[src/rtl/music_pkg.sv]
// Shared constants and types for the tone generator / envelope chain.
// Defaults here are the power-on configuration of the music path.
package music_pkg;

  localparam int SAMPLE_BITS_DEF   = 7;
  localparam int LEVEL_BITS_DEF    = 8;
  localparam int ATTACK_STEP_DEF   = 16;
  localparam int DECAY_STEP_DEF    = 4;
  localparam int SUSTAIN_LEVEL_DEF = 192;
  localparam int RELEASE_STEP_DEF  = 8;
  localparam int RATE_DIV_DEF      = 4;

  localparam int MID = 1 << (SAMPLE_BITS_DEF - 1);

  typedef enum logic [2:0] {
    ENV_IDLE,
    ENV_ATTACK,
    ENV_DECAY,
    ENV_SUSTAIN,
    ENV_RELEASE
  } env_state_e;

  function automatic int mid_of(input int bits);
    return 1 << (bits - 1);
  endfunction

endpackage

[src/rtl/env_scale.sv]
// Combinational envelope scaler: centres the sample on mid-scale, multiplies
// by the level, floors by 2**LEVEL_BITS and clamps back into sample range.
module env_scale
  import music_pkg::*;
#(
  parameter int SAMPLE_BITS = SAMPLE_BITS_DEF,
  parameter int LEVEL_BITS  = LEVEL_BITS_DEF
) (
  input  logic [SAMPLE_BITS-1:0] i_sample,
  input  logic [LEVEL_BITS-1:0]  i_level,
  output logic [SAMPLE_BITS-1:0] o_scaled
);

  localparam int DW    = SAMPLE_BITS + 1;
  localparam int PW    = DW + LEVEL_BITS;
  localparam int MID_V = mid_of(SAMPLE_BITS);
  localparam int MAX_V = (1 << SAMPLE_BITS) - 1;

  localparam logic signed [DW-1:0] MID_D = DW'(MID_V);
  localparam logic signed [PW-1:0] MID_P = PW'(MID_V);
  localparam logic signed [PW-1:0] MAX_P = PW'(MAX_V);

  logic signed [DW-1:0] w_diff;
  logic signed [PW-1:0] w_diff_x;
  logic signed [PW-1:0] w_level_x;
  logic signed [PW-1:0] w_prod;
  logic signed [PW-1:0] w_sum;

  assign w_diff    = $signed({1'b0, i_sample}) - MID_D;
  assign w_diff_x  = {{LEVEL_BITS{w_diff[DW-1]}}, w_diff};
  assign w_level_x = {{(PW - LEVEL_BITS){1'b0}}, i_level};
  assign w_prod    = w_diff_x * w_level_x;
  // Arithmetic shift floors negative products, so level 255 maps 0 -> 0.
  assign w_sum     = (w_prod >>> LEVEL_BITS) + MID_P;

  always_comb begin
    // NOTE: every always_comb output gets a value on every path; a missing
    // else branch would silently infer a latch.
    o_scaled = w_sum[SAMPLE_BITS-1:0];
    if (w_sum < 0) begin
      o_scaled = '0;
    end else if (w_sum > MAX_P) begin
      o_scaled = SAMPLE_BITS'(MAX_V);
    end
  end

endmodule

[src/rtl/note_envelope.sv]
// ADSR amplitude envelope between the oscillator and the PWM comparator.
// All activity is gated by sample_tick; the scaled sample is registered.
module note_envelope
  import music_pkg::*;
#(
  parameter int SAMPLE_BITS   = SAMPLE_BITS_DEF,
  parameter int LEVEL_BITS    = LEVEL_BITS_DEF,
  parameter int ATTACK_STEP   = ATTACK_STEP_DEF,
  parameter int DECAY_STEP    = DECAY_STEP_DEF,
  parameter int SUSTAIN_LEVEL = SUSTAIN_LEVEL_DEF,
  parameter int RELEASE_STEP  = RELEASE_STEP_DEF,
  parameter int RATE_DIV      = RATE_DIV_DEF
) (
  input  logic                   clk,
  input  logic                   rst_n,
  input  logic                   sample_tick,
  input  logic                   gate,
  input  logic [SAMPLE_BITS-1:0] sample_in,
  output logic [SAMPLE_BITS-1:0] sample_out,
  output logic [LEVEL_BITS-1:0]  level,
  output logic                   busy
);

  localparam int DIV_W = (RATE_DIV > 1) ? $clog2(RATE_DIV) : 1;
  localparam int LW    = LEVEL_BITS + 1;
  localparam int MID_V = mid_of(SAMPLE_BITS);

  localparam logic [LW-1:0]    L_MAX    = LW'((1 << LEVEL_BITS) - 1);
  localparam logic [LW-1:0]    A_STEP   = LW'(ATTACK_STEP);
  localparam logic [LW-1:0]    D_STEP   = LW'(DECAY_STEP);
  localparam logic [LW-1:0]    R_STEP   = LW'(RELEASE_STEP);
  localparam logic [LW-1:0]    L_SUS    = LW'(SUSTAIN_LEVEL);
  localparam logic [DIV_W-1:0] DIV_LAST = DIV_W'(RATE_DIV - 1);

  env_state_e             r_state;
  env_state_e             w_next_state;
  logic [LEVEL_BITS-1:0]  r_level;
  logic [LEVEL_BITS-1:0]  w_next_level;
  logic [DIV_W-1:0]       r_div;
  logic                   r_gate_q;
  logic [SAMPLE_BITS-1:0] r_sample_out;
  logic [SAMPLE_BITS-1:0] w_scaled;

  logic          w_rise;
  logic          w_fall;
  logic          w_rate_tick;
  logic [LW-1:0] w_att_sum;
  logic [LW-1:0] w_dec_diff;
  logic [LW-1:0] w_rel_diff;

  assign w_rise      = gate & ~r_gate_q;
  assign w_fall      = ~gate & r_gate_q;
  assign w_rate_tick = (r_div == DIV_LAST);

  // One bit wider so the carry/borrow is visible for clamping.
  assign w_att_sum  = {1'b0, r_level} + A_STEP;
  assign w_dec_diff = {1'b0, r_level} - D_STEP;
  assign w_rel_diff = {1'b0, r_level} - R_STEP;

  env_scale #(
    .SAMPLE_BITS(SAMPLE_BITS),
    .LEVEL_BITS (LEVEL_BITS)
  ) u_env_scale (
    .i_sample(sample_in),
    .i_level (r_level),
    .o_scaled(w_scaled)
  );

  always_ff @(posedge clk) begin
    // NOTE: sequential state uses non-blocking assignments so every register
    // samples pre-edge values regardless of statement order.
    if (!rst_n) begin
      r_state <= ENV_IDLE;
    end else if (sample_tick) begin
      r_state <= w_next_state;
    end
  end

  // Gate edges take priority over the rate step on the same tick.
  always_comb begin
    w_next_state = r_state;
    w_next_level = r_level;
    if (w_rise) begin
      w_next_state = ENV_ATTACK;
    end else if (w_fall) begin
      if (r_state inside {ENV_ATTACK, ENV_DECAY, ENV_SUSTAIN}) begin
        w_next_state = ENV_RELEASE;
      end
    end else if (w_rate_tick) begin
      case (r_state)
        ENV_ATTACK: begin
          if (w_att_sum >= L_MAX) begin
            w_next_level = L_MAX[LEVEL_BITS-1:0];
            w_next_state = ENV_DECAY;
          end else begin
            w_next_level = w_att_sum[LEVEL_BITS-1:0];
          end
        end
        ENV_DECAY: begin
          if (w_dec_diff[LW-1] || (w_dec_diff <= L_SUS)) begin
            w_next_level = L_SUS[LEVEL_BITS-1:0];
            w_next_state = ENV_SUSTAIN;
          end else begin
            w_next_level = w_dec_diff[LEVEL_BITS-1:0];
          end
        end
        ENV_RELEASE: begin
          if (w_rel_diff[LW-1] || (w_rel_diff == '0)) begin
            w_next_level = '0;
            w_next_state = ENV_IDLE;
          end else begin
            w_next_level = w_rel_diff[LEVEL_BITS-1:0];
          end
        end
        default: ;
      endcase
    end
  end

  // Divider keeps running across gate edges so rate steps stay evenly spaced.
  always_ff @(posedge clk) begin
    if (!rst_n) begin
      r_level      <= '0;
      r_div        <= '0;
      r_gate_q     <= 1'b0;
      r_sample_out <= SAMPLE_BITS'(MID_V);
    end else if (sample_tick) begin
      r_level      <= w_next_level;
      r_div        <= w_rate_tick ? '0 : r_div + 1'b1;
      r_gate_q     <= gate;
      r_sample_out <= w_scaled;
    end
  end

  always_comb begin
    sample_out = r_sample_out;
    level      = r_level;
    busy       = (r_state != ENV_IDLE);
  end

endmodule
[config.mk]
export PLATFORM = sky130hd
export DESIGN_NAME = note_envelope
export DESIGN_NICKNAME = d
export VERILOG_FILES = /design/src/rtl/music_pkg.sv /design/src/rtl/env_scale.sv /design/src/rtl/note_envelope.sv
export SDC_FILE = /design/constraint.sdc
export NUM_CORES = 1
export LEC_CHECK = 0
export ABC_AREA = 1
export ABC_CLOCK_PERIOD_IN_PS = 10400
export BUFFER_PORTS_ARGS = -buffer_cell sky130_fd_sc_hd__buf_2
export CAP_MARGIN = 40
export CORE_MARGIN = 1.5
export CORE_UTILIZATION = 65
export DETAILED_ROUTE_END_ITERATION = 16
export HOLD_SLACK_MARGIN = 0.06
export PLACE_DENSITY = 0.86
export SLEW_MARGIN = 20
export SYNTH_ARGS = -nofsm -noshare
export SYNTH_HDL_FRONTEND = slang
export SYNTH_HIERARCHICAL = 1
export SYNTH_SLANG_ARGS = --single-unit
[constraint.sdc]
create_clock -name clk -period 10.4 [get_ports clk]
set_clock_uncertainty 0.1 [all_clocks]
set_input_delay 1.04 -clock clk [delete_from_list [all_inputs] [get_ports clk]]
set_output_delay 1.04 -clock clk [all_outputs]
set_load 0.03 [all_outputs]
== Yosys cells after proc, flatten, opt, wreduce, memory -nomap -nowiden ==
Index checks and enable logic that the tools add are counted.

* Add/subtract/negate cells: 6
* $mul: 1
* Order comparisons: 4
* Equality and inequality tests: 9
* Muxes and demuxes: 15
* Bitwise gates (word level): 6
* Reduce and logical (&&, ||, !) cells: 10

{| class="wikitable"
|+ Operators with widths
! operator !! count
|-
| two-way mux 8 bit || 3
|-
| one-hot mux 8 bit (3 select lines) || 1
|-
| two-way mux 3 bit || 7
|-
| multiplier 8 x 9 -> 16 bit || 1
|-
| two-way mux 7 bit || 2
|-
| nonzero test 3 bit || 4
|-
| adder 8 x 5 -> 9 bit (second input constant) || 1
|-
| adder 8 x 8 -> 9 bit (second input constant) || 1
|-
| greater-or-equal comparator 9 x 8 -> 1 bit (second input constant) || 1
|-
| greater-than comparator 9 x 8 -> 1 bit (second input constant) || 1
|-
| <= comparator 9 x 8 -> 1 bit (second input constant) || 1
|-
| zero test 9 bit || 1
|-
| less-than comparator 9 x 1 -> 1 bit (second input constant) || 1
|-
| one-hot mux 3 bit (3 select lines) || 1
|-
| subtractor 8 x 3 -> 9 bit (second input constant) || 1
|-
| subtractor 8 x 4 -> 9 bit (second input constant) || 1
|-
| inequality test 4 x 3 -> 1 bit (second input constant) || 2
|-
| subtractor 7 x 7 -> 8 bit (second input constant) || 1
|-
| AND reduction 7 bit || 1
|-
| == test 3 x 2 -> 1 bit (second input constant) || 2
|-
| AND reduction 5 bit || 1
|-
| nonzero test 5 bit || 1
|-
| inequality test 4 bit (second input constant) || 1
|-
| NOT 1 bit || 4
|-
| 8 further kinds || 10
|}

* Flip-flop bits (word level): 21
* Bits of input ports: 11
* Output and inout bits: 16
* Logic and storage cells: 56

== Logic depth before layout (Yosys ltp) ==
* Depth after elaboration: 8
* Mapped depth: 28

== Hierarchy ==
The synthesis kept the hierarchy.

{| class="wikitable"
|+ By module, submodules not included
! module !! instances !! cells each !! area each (µm²) !! sequential area each (µm²)
|-
| env_scale || 1 || 377 || 2426.1 || 0.0
|-
| note_envelope || 1 || 227 || 1502.7 || 400.4
|}

== Least setup slack after synthesis ==
No wires, ideal clock.

* Path type: input -> register
* From: input sample_in[6]
* To: register r_sample_out[3] (netlist: sample_out[3])
* Library setup time: 0.065 ns
* Arrival time: 5.202 ns
* Required time: 10.235 ns
* Setup slack: 5.034 ns
* Cell stages on the path: 23
* Buffers on the path: 1
* Cells stage by stage: clkbuf_1 > nor2_1 > fa_1 > fa_1 > fa_1 > inv_1 > fa_1 > inv_1 > ha_1 > nand2_1 > nor2_1 > and2_1 > nand2_1 > nand3_1 > nand2_1 > nand2_2 > inv_1 > ha_1 > inv_1 > nand3_2 > nand2_1 > nor2_1 > nor2_1

* Word-level cells in the longest chain between the ends: 6
* Elaborated cells on any way between the ends: 7

{| class="wikitable"
|+ RTL lines
! what !! line !! RTL
|-
| from (decl) || note_envelope.sv:18 || <nowiki>input logic [SAMPLE_BITS-1:0] sample_in,</nowiki>
|-
| subtractor 7 x 7 -> 8 bit (*) || env_scale.sv:29 || <nowiki>assign w_diff = $signed({1'b0, i_sample}) - MID_D;</nowiki>
|-
| multiplier 8 x 9 -> 16 bit (*) || env_scale.sv:32 || <nowiki>assign w_prod = w_diff_x * w_level_x;</nowiki>
|-
| adder 8 x 8 -> 9 bit (*) || env_scale.sv:34 || <nowiki>assign w_sum = (w_prod >>> LEVEL_BITS) + MID_P;</nowiki>
|-
| greater-than comparator 9 x 8 -> 1 bit || env_scale.sv:42 || <nowiki>end else if (w_sum > MAX_P) begin</nowiki>
|-
| two-way mux 7 bit || env_scale.sv:42 ||
|-
| two-way mux 7 bit (*) || env_scale.sv:40 || <nowiki>if (w_sum < 0) begin</nowiki>
|-
| named net w_scaled[3] || note_envelope.sv:42 || <nowiki>logic [SAMPLE_BITS-1:0] w_scaled;</nowiki>
|-
| to (signal assigned) || note_envelope.sv:126 || <nowiki>r_sample_out <= SAMPLE_BITS'(MID_V);</nowiki>
|-
| to (signal assigned) || note_envelope.sv:131 || <nowiki>r_sample_out <= w_scaled;</nowiki>
|-
| to (decl) || note_envelope.sv:41 || <nowiki>logic [SAMPLE_BITS-1:0] r_sample_out;</nowiki>
|}

The timed path passes the listed nets; every way through them passes the cells marked *.
A chain may end at the register's enable or synchronous reset.

== Worst setup path after layout ==
* From: input sample_in[6]
* To: register r_sample_out[4] (netlist: sample_out[4])

The elaborated chain is that of the path after synthesis.

==> results by stage <==
Run status:
- The run finished with clean final reports.

Yosys:
- A synthesized cell averages 6.50 um2.
- Synthesis inferred 20 register bits.
- The number of warnings printed during yosys synthesis is 6.
- The sequential area share after synthesis is 10.2%.
- The net count of the mapped netlist is 703.
- In this run, distinct cell masters in the synthesized netlist total 35.
- The post-synthesis cell count is 604.
- The synthesized area is 0.00393 mm2.

Power:
- IR analysis of the VDD net gives a maximum drop of 0.110 mV.
- The leakage power is 2.61 nW.
- For this design the ratio of total power to cell area is 59.3 mW/mm2.

Timing:
- The final setup violation count is 0.
- The share of the clock period used by the worst path is 53.4%.
- Setup repair after global routing left no endpoint under its margin.
- The number of hold violations in the final report is 0.
- The total count of max-transition violations in the final report is 0.
- For the pin with the worst max-slew slack, the measured transition is 0.753 ns.
- The smallest clock period supported by the final layout is computed as 5.55 ns.
- Timing would allow up to 180 MHz.
- The final worst-path setup slack is 4.85 ns.
- In this run the tightest slew margin relative to its limit is 49.8%.
- Setup total negative slack on the finished layout was measured at 0 ns.

Placement:
- Once detailed placement completed, the half-perimeter wirelength came to 6.85 mm.
- After detailed placement, the total cell area comes to 0.00408 mm2.
- The instance count after placement with tap cells included is 689.
- Prior to clock tree synthesis, the placed netlist has a worst setup slack of 4.64 ns.
- The final RePlAce weighted congestion is 0.906.
- The count of port buffers added during placement is 26.

CTS:
- At the later pin of the worst-skew pair, clock insertion delay measures 0.26 ns.
- The number of hold buffers added after CTS is 0.
- The depth of the CTS H-tree is 1.
- Clock-pin slew was measured on the worst setup and hold paths at 0.07 ns.
- The post-cts repair resize count is 0.
- The TritonCTS sink count is 20.
- The post-CTS setup buffer count is 0.
- The root buffer cell chosen for the clock tree is sky130_fd_sc_hd__clkbuf_8.
- The TritonCTS buffer count is 3.
- TritonCTS built the clock tree.
- Counting along the longest clock path gives a buffer depth of 2.

Finish:
- The final instance area is 0.00415 mm2.
- The final cell utilization of the core is 70.6%.
- Excluding fillers, the count of instances in the completed layout stands at 693.
- The total number of nets in the final design is 718.
- The number of antenna diodes in the final layout is 0.
- Of the cells placed in the final design, the portion with a size suffix greater than 1 is 10.0%.
- From synthesis to final layout, the design area changed by 5.73%.

Setup path:
- The worst setup path is launched from an input port.
- Data on the critical path arrives at its endpoint at 5.65 ns.
- The startpoint identified for the worst register-to-register timing path is level[0].
- In this run the worst setup path begins at sample_in[6].
- For the worst setup path, the data required time is 10.50 ns.
- The critical path's top delay family is adder cells.
- The largest fanout of any net on the critical path is 14.
- The maximum cell stage delay along the critical path is 0.58 ns.
- The highest-delay cell along the critical path is sky130_fd_sc_hd__fa_1.
- The setup path with the least slack is of type in2reg.
- STA classifies the critical path endpoint as a flop.
- The critical path contains buffers and inverters numbering 7 combined.
- The most numerous cell type found on the critical path is sky130_fd_sc_hd__inv_1.

Floorplanning:
- The floorplan step defined a core boundary enclosing 0.00589 mm2.
- Row generation in the floorplan step produced 28 rows.
- The total die area is 0.00652 mm2.
- During I/O placement, the number of pins put on the boundary was 27.
- Measured along the x axis, the die boundary spans 80.7 um.
- Once the floorplan was initialized, standard cells occupied 66.8% of the core.
- The vertical die dimension is 80.7 um.

Drt:
- The via count is 3702.
- The count of unresolved DRC violations after routing is 0.
- The first-iteration detailed-routing DRC count is 270.
- For this block, the routed nets add up to 8.64 mm of wire.
- The detailed-routing iteration count for the pre-antenna-repair pass is 5.
- Dividing the detail-routed wire length by the instance count gives 12.5 um.
- The antenna violation net count after detailed routing is 0.
- The detailed-route vias per instance is 5.34.

Global route:
- In the global route stage, overall resource usage came out at 28.9%.
- Entering global routing, the biggest net connects 20 pins.
- The via count of the first global-routing pass is 3572.
- The number of antenna violations at the first check in global routing is 0.
- The global-route wire length before repair is 15.1 mm.
- The total overflow left after global routing is 0.

Hold path:
- The worst hold path class is reg2reg.
- The source of the worst hold timing path is sample_out[6].

Job:
- Max-cap violations in this run came to 0.
[state kept, by name, summed over array words and instances, names as in the netlist]
register    flops
level           7
r_div           2
r_gate_q        1
r_state         3
sample_out      7
[cells by family after synthesis]
family / share of synthesized area [%]
fa+ha+maj: 34.7
buf+inv: 15.4
compound gates: 5.76
xor+xnor: 0.892
simple gates: 33.0
flops: 10.2
[path summary, 6_finish.rpt]
kind | to | slack (ns) | cells past startpoint
min | sample_out[6] | 0.38 | 2
max reg2reg | sample_out[4] | 5.04 | 24
max | sample_out[4] | 4.85 | 25
min reg2reg | sample_out[6] | 0.38 | 2
[cells in the mapped netlist (all sizes together)]
master / number / area share [%]
and3: 1 / 0.16
nor2: 59 / 6.8
nand3b: 2 / 0.38
nand2: 176 / 18
clkbuf: 12 / 1.1
nand3: 41 / 5.9
buf: 4 / 0.64
o211a: 1 / 0.25
and2: 1 / 0.16
dfxtp: 20 / 10
o21a: 1 / 0.19
nor3: 3 / 0.67
fa: 35 / 18
clkinv: 2 / 0.19
xnor2: 1 / 0.22
a21oi: 20 / 2.6
xor2: 3 / 0.67
a31oi: 2 / 0.32
nand4: 7 / 1.3
o21bai: 1 / 0.19
inv: 141 / 13
ha: 53 / 17
o21ai: 17 / 2.2
or2: 1 / 0.16
[worst register-to-register path, delay by kind of cell, from the launching register on]
kind,cells,cell delay (ns)
adders and majority gates,6,2.60
buffers and inverters,6,0.56
and+or+nand+nor,12,1.22
DFF,1,0.81
[layout make-up]
class | count | area, um2
clock buffer | 3 | 41.3
clock inverter | 1 | 30.0
fill | 476 | 1730
inverter | 143 | 537
multi-input combinational | 425 | 2920
sequential | 20 | 400
tap | 75 | 93.8
timing repair buffer | 26 | 130
[per-layer routing]
layer	part of all wire [%]	GRT usage, %	vias up
li1	-	-	1840
met1	45	37.8	1706
met2	47	50.8	138
met3	6.3	4.83	18
met4	1.1	5.34	0
met5	0	0	-
[per-stage QoR]
stage | total power [W] | hold slack [ns]
final | 0.000246 | 0.385
after global routing | 0.000261 | 0.419
after CTS | 0.000246 | 0.379
after detailed placement | 0.000168 | 0.356
after global placement | 0.000166 | 0.344
after floorplan | 0.000149 | 0.367
[layout by cell type, fill, tap and decap left out]
cell type	synthesis	layout
sky130_fd_sc_hd__a21oi_1	19	19
sky130_fd_sc_hd__nor3_1	2	2
sky130_fd_sc_hd__nand3_2	5	5
sky130_fd_sc_hd__fa_1	35	35
sky130_fd_sc_hd__nor2_2	5	5
sky130_fd_sc_hd__inv_1	134	134
sky130_fd_sc_hd__clkbuf_8	0	3
sky130_fd_sc_hd__nor2_4	2	2
sky130_fd_sc_hd__nor2_8	1	1
sky130_fd_sc_hd__a31oi_1	2	2
sky130_fd_sc_hd__buf_2	2	26
sky130_fd_sc_hd__nand3b_1	2	2
sky130_fd_sc_hd__and2_1	1	1
sky130_fd_sc_hd__o21bai_1	1	1
sky130_fd_sc_hd__nor3_4	1	1
sky130_fd_sc_hd__nand4_1	6	6
sky130_fd_sc_hd__a21oi_2	1	1
sky130_fd_sc_hd__inv_2	7	7
sky130_fd_sc_hd__nand2_2	6	6
sky130_fd_sc_hd__xor2_1	3	3
sky130_fd_sc_hd__o211a_1	1	1
sky130_fd_sc_hd__clkinv_1	2	2
sky130_fd_sc_hd__nor2_1	51	51
sky130_fd_sc_hd__nand3_1	36	36
sky130_fd_sc_hd__o21ai_0	17	17
sky130_fd_sc_hd__ha_1	53	53
sky130_fd_sc_hd__or2_2	1	1
sky130_fd_sc_hd__and3_1	1	1
sky130_fd_sc_hd__xnor2_1	1	1
sky130_fd_sc_hd__nand2_1	168	168
sky130_fd_sc_hd__bufinv_16	0	1
sky130_fd_sc_hd__o21a_1	1	1
sky130_fd_sc_hd__nand2_4	2	2
sky130_fd_sc_hd__nand4_2	1	1
sky130_fd_sc_hd__dfxtp_1	20	20
[power by group]
part	switching [W]	internal, W
clock	0.0000267	0.0000514
sequential	0.00000381	0.0000813
combinational	0.0000557	0.0000274
Note: power is estimated with default switching activity, not from simulation.
